[src/rtl/obuf_data_unshuffler.sv]
// ============================================================================
//  Module      : obuf_data_unshuffler
//  Description : Re-interleaves bank-grouped output-buffer beats into DDR word
//                order through a 2-entry skid FIFO, one burst at a time.
//  Revision    : 1.0 - initial release
// ============================================================================
`default_nettype none

module obuf_data_unshuffler #(
   parameter int DDR_BANDWIDTH = 512,
   parameter int NUM_BANKS     = 8,
   parameter int DATA_WIDTH    = 8,
   parameter int BEAT_CNT_W    = 16
) (
   input  logic                     clk,
   input  logic                     reset,
   input  logic                     start,
   input  logic [BEAT_CNT_W-1:0]    num_beats,
   output logic                     busy,
   output logic                     done,
   input  logic                     in_valid,
   output logic                     in_ready,
   input  logic [DDR_BANDWIDTH-1:0] in_data,
   output logic                     out_valid,
   input  logic                     out_ready,
   output logic [DDR_BANDWIDTH-1:0] out_data,
   output logic                     out_last
);

   localparam int RATIO = DDR_BANDWIDTH / (NUM_BANKS * DATA_WIDTH);
   localparam logic [BEAT_CNT_W-1:0] CNT_ONE = {{(BEAT_CNT_W-1){1'b0}}, 1'b1};

   typedef enum logic [1:0] {
      ST_IDLE   = 2'd0,
      ST_ACTIVE = 2'd1,
      ST_DRAIN  = 2'd2,
      ST_DONE   = 2'd3
   } state_t;

   state_t                   state_q, state_d;
   logic [BEAT_CNT_W-1:0]    num_beats_q, num_beats_d;
   logic [BEAT_CNT_W-1:0]    in_cnt_q, in_cnt_d;
   logic [BEAT_CNT_W-1:0]    out_cnt_q, out_cnt_d;
   logic [DDR_BANDWIDTH-1:0] fifo_data_q [2];
   logic [DDR_BANDWIDTH-1:0] fifo_data_d [2];
   logic                     fifo_last_q [2];
   logic                     fifo_last_d [2];
   logic                     wr_ptr_q, wr_ptr_d;
   logic                     rd_ptr_q, rd_ptr_d;
   logic [1:0]               fifo_count_q, fifo_count_d;

   logic [DDR_BANDWIDTH-1:0] perm_data;
   logic                     push;
   logic                     pop;
   logic                     push_last;

   // Element i of bank j moves to DDR lane i*NUM_BANKS + j.
   for (genvar j = 0; j < NUM_BANKS; j++) begin : g_bank
      for (genvar i = 0; i < RATIO; i++) begin : g_elem
         assign perm_data[(i*NUM_BANKS+j)*DATA_WIDTH +: DATA_WIDTH] =
            in_data[(j*RATIO+i)*DATA_WIDTH +: DATA_WIDTH];
      end
   end

   assign in_ready  = (state_q == ST_ACTIVE) && (fifo_count_q < 2'd2) &&
                      (in_cnt_q < num_beats_q);
   assign out_valid = (fifo_count_q != 2'd0);
   assign out_data  = fifo_data_q[rd_ptr_q];
   assign out_last  = fifo_last_q[rd_ptr_q];
   assign busy      = (state_q != ST_IDLE);
   assign done      = (state_q == ST_DONE);

   assign push      = in_valid && in_ready;
   assign pop       = out_valid && out_ready;
   assign push_last = (in_cnt_q == num_beats_q - CNT_ONE);

   always_comb begin
      state_d      = state_q;
      num_beats_d  = num_beats_q;
      in_cnt_d     = in_cnt_q;
      out_cnt_d    = out_cnt_q;
      fifo_data_d  = fifo_data_q;
      fifo_last_d  = fifo_last_q;
      wr_ptr_d     = wr_ptr_q;
      rd_ptr_d     = rd_ptr_q;
      fifo_count_d = fifo_count_q;

      if (push) begin
         fifo_data_d[wr_ptr_q] = perm_data;
         fifo_last_d[wr_ptr_q] = push_last;
         wr_ptr_d              = ~wr_ptr_q;
         in_cnt_d              = in_cnt_q + CNT_ONE;
      end
      if (pop) begin
         rd_ptr_d  = ~rd_ptr_q;
         out_cnt_d = out_cnt_q + CNT_ONE;
      end
      case ({push, pop})
         2'b10:   fifo_count_d = fifo_count_q + 2'd1;
         2'b01:   fifo_count_d = fifo_count_q - 2'd1;
         default: fifo_count_d = fifo_count_q;
      endcase

      case (state_q)
         ST_IDLE: begin
            if (start) begin
               if (num_beats != '0) begin
                  num_beats_d = num_beats;
                  in_cnt_d    = '0;
                  out_cnt_d   = '0;
                  state_d     = ST_ACTIVE;
               end else begin
                  state_d = ST_DONE;
               end
            end
         end
         ST_ACTIVE: begin
            if (push && push_last) state_d = ST_DRAIN;
         end
         ST_DRAIN: begin
            // Uses the post-pop count so done follows the last handshake by one cycle.
            if (out_cnt_d == num_beats_q) state_d = ST_DONE;
         end
         default: state_d = ST_IDLE;
      endcase
   end

   always_ff @(posedge clk) begin
      if (reset) begin
         state_q        <= ST_IDLE;
         num_beats_q    <= '0;
         in_cnt_q       <= '0;
         out_cnt_q      <= '0;
         fifo_data_q[0] <= '0;
         fifo_data_q[1] <= '0;
         fifo_last_q[0] <= 1'b0;
         fifo_last_q[1] <= 1'b0;
         wr_ptr_q       <= 1'b0;
         rd_ptr_q       <= 1'b0;
         fifo_count_q   <= 2'd0;
      end else begin
         state_q      <= state_d;
         num_beats_q  <= num_beats_d;
         in_cnt_q     <= in_cnt_d;
         out_cnt_q    <= out_cnt_d;
         fifo_data_q  <= fifo_data_d;
         fifo_last_q  <= fifo_last_d;
         wr_ptr_q     <= wr_ptr_d;
         rd_ptr_q     <= rd_ptr_d;
         fifo_count_q <= fifo_count_d;
      end
   end

endmodule

`default_nettype wire
[config.mk]
export PLATFORM = sky130hd
export DESIGN_NAME = obuf_data_unshuffler
export DESIGN_NICKNAME = d
export VERILOG_FILES = /design/src/rtl/obuf_data_unshuffler.sv
export SDC_FILE = /design/constraint.sdc
export NUM_CORES = 2
export LEC_CHECK = 0
export BUFFER_PORTS_ARGS = -buffer_cell sky130_fd_sc_hd__buf_2
export CELL_PAD_IN_SITES_DETAIL_PLACEMENT = 1
export CELL_PAD_IN_SITES_GLOBAL_PLACEMENT = 2
export CORE_AREA = 2 2 406 408
export CTS_BUF_LIST = sky130_fd_sc_hd__clkbuf_4 sky130_fd_sc_hd__clkbuf_8
export CTS_CLUSTER_DIAMETER = 120
export DETAILED_ROUTE_END_ITERATION = 10
export DIE_AREA = 0 0 408 410
export GPL_ROUTABILITY_DRIVEN = 0
export PLACE_DENSITY_LB_ADDON = 0.15
export SLEW_MARGIN = 5
export SYNTH_ARGS = -nofsm -noshare
export SYNTH_HDL_FRONTEND = slang
export SYNTH_SLANG_ARGS = --single-unit
[constraint.sdc]
create_clock -name clk -period 8.2 [get_ports clk]
set_input_delay 2.05 -clock clk [delete_from_list [all_inputs] [get_ports clk]]
set_output_delay 2.05 -clock clk [all_outputs]
set_load 0.005 [all_outputs]
==> impl_metrics.toml <==
[outcome]
status = "finished clean"

[floorplan]
fp.dieArea_mm2 = 0.167
die_w_um = 408
coreArea_mm2 = 0.163
rows = 149
io_pins = 1050
fp.dieH_um = 410
start_util = 0.274

[synthesis]
synth_seq_cells = 1080
synth_top_area_frac = 0.483
ys_seq_area_frac = 0.483
synth_area_leaders = "dfxtp_1 48%, nand2_1 17%, mux2_2 13%"
syn_area_per_cell_um2 = 8.15
synth_top_area_cell = "dfxtp_1"
netlist_area_mm2 = 0.0448
ys.warnings.count = 0
ys_types = 70
ys.flop_type = "dfxtp_1"
ys_async_sr_fraction = 0
syn_inst = 5490
synth_edf_count = 0
syn-num-nets = 6047

[routing]
via_per_inst = 4.71
drtAntennaViolNets = 0
first_iter_violations = 1919
drc = 0
dr_total_vias = 41100
drt_pass1_iterations = 4
wire_per_inst_um = 21.5
routed_wl_mm = 187

[setup_path]
crit_path_end_kind = "primary output"
cp.required_ps = 6150
worstPathMaxFanout = 7
cp.arrival_ps = 3360
critPathKind = "reg -> out"
critPathLaunchType = "flip-flop"
r2r_slack_ps = 3240

[cts]
clock_latency_ps = 950
cts_resized = 0
root_buffer = "clkbuf_8"
clkSlewWorstSetupHoldPaths_ps = 60
post_cts_buffers = 0
cts_sinks = 1080
clk_path_buf_depth = 3
htree_levels = 4
cts_buffers = 204
ctsHoldBuffers = 0
cts_tree = "yes"

[grt]
grt_pass1_wl_mm = 274
grt_util_all_layers = 0.215
grt_pass1_vias = 41600
gr-total-overflow = 0
antenna_found_initial = 150
grt_max_degree = 191

[cells_and_area]
area_delta_synth_final_pct = 24.9
utilization = 0.342
seq_area_mm2 = 0.0216
layout-drive-gt1-share = 0.307
fin_cells = 8738
nNetsFinal = 6918
n_fill_cell = 19800
multiInputGateArea_mm2 = 0.0213

[worst_hold_path]
hp-class = "reg -> reg"

[sta]
setup-tns-final_ps = 0
worst_slew_margin_rel = 0.218
setup_ws_ps = 2790
fin_skew_ps = 50.9
tightestPinTransition_ps = 1170
rsz0062_at_grt = "false"
post-route-min-period_ps = 5410
hold_viol_final = 0
setup_viol = 0
maxSlewViolCount = 0
timing.final.crit_share = 0.660
max_freq_mhz = 185

[power_and_ir_drop]
finalPower_mw = 14.5
power_density_mw_per_mm2 = 260
p_leak_nw = 22.2
ir_drop_v = 0.000160

[run]
cap_violations = 0

[placed_design]
dp_slack_ps = 3050
dpl.hpwl_mm = 125
placedCellCount = 8344
port_buffers = 1049
==> through the flow <==
stage | hold WS, ps | area, um^2
detailed placement | 444 | 51500
CTS | 454 | 55800
global placement | 438 | 51500
floorplan | 430 | 44800
global route | 467 | 55900
finish | 451 | 55900
==> cells by family (layout without fill, tap and decap cells) <==
group                    Yosys count  count (layout)  share of synthesized area
adder cells (fa/ha/maj)           24              24                    0.00671
other                              0              29                          0
XOR/XNOR                          65              65                     0.0129
flip-flops                      1080            1080                      0.483
multiplexers                     540             540                      0.135
buffers and inverters            456            1486                     0.0424
AND/OR/NAND/NOR                 2241            2241                      0.196
AO/OA/AOI/OAI                   1084            1084                      0.124
==> registers in the layout (all words and copies together) (netlist names) <==
register      cells
fifo_count_q      2
in_cnt_q         16
state_q           2
rd_ptr_q          1
wr_ptr_q          1
out_cnt_q        16
fifo_data_q    1024
fifo_last_q       2
num_beats_q      16
==> synth_stat cells (12+ instances only) <==
cell	n
clkbuf_1	310
xnor2_1	28
inv_1	29
nand3_1	12
xor2_1	36
mux2_2	515
a21oi_1	1035
mux2i_1	24
buf_2	84
nand4_1	17
ha_1	24
buf_1	23
nand2_1	2070
nor2_1	63
dfxtp_1	1080
==> final timing paths <==
kind / cells past startpoint / start / to
max: 7 / num_beats_q[15] / in_ready
min: 2 / fifo_data_q[263] / fifo_data_q[263]
max reg2reg: 11 / num_beats_q[13] / fifo_data_q[912]
min reg2reg: 2 / fifo_data_q[263] / fifo_data_q[263]
==> critical path, cell delays in order (launching register included) <==
cell and delay [ps]:
dfxtp_1 590, inv_1 210, ha_1 360, nand4_1 170, or2_2 330, o22ai_1 470, nor3b_1 110, buf_2 170
==> layout make-up <==
class,count,share of cell area
Inverter,29,0.00195
Timing Repair Buffer,1092,0.103
Multi-Input combinational cell,3954,0.381
Sequential cell,1080,0.387
Tap cell,2189,0.0490
Clock buffer,349,0.0742
Clock inverter,16,0.00280
Antenna cell,29,0.00130
==> power breakdown <==
group | internal [mW] | total [mW] | switching [mW]
logic | 1.16 | 3.08 | 1.92
registers | 5.62 | 5.87 | 0.244
clock network | 3.18 | 5.59 | 2.41
==> cell usage in the layout (no fill, tap or decap), types with 3 or more instances in the layout <==
cell,n
and2_1,6
a21o_1,6
nand4_1,17
nor3_1,8
xor2_1,36
buf_4,27
buf_2,1048
or3_1,3
diode_2,29
clkinvlp_4,3
mux2_2,515
or4_1,4
or2_2,5
nor2_1,63
nor4_1,7
inv_1,29
and4_1,7
ha_1,24
a21oi_1,1035
nand3_1,12
nand2_1,2069
clkinv_2,5
clkbuf_4,105
nor3b_1,4
xnor2_1,28
o22ai_1,4
o21ai_0,9
nor2b_1,4
nor3_2,3
mux2i_1,24
buf_12,16
and3_1,8
dfxtp_1,1079
a31oi_1,3
clkbuf_8,244
inv_6,4
==> routing by layer <==
metal | part of all wire | global-route usage | vias up
met5 | 0.0036 | 0 | -
met4 | 0.042 | 0.0875 | 106
met3 | 0.084 | 0.0861 | 481
met2 | 0.46 | 0.352 | 1121
met1 | 0.41 | 0.249 | 19500
li1 | - | - | 19900
No activity file was read; power rests on OpenSTA's default activity.
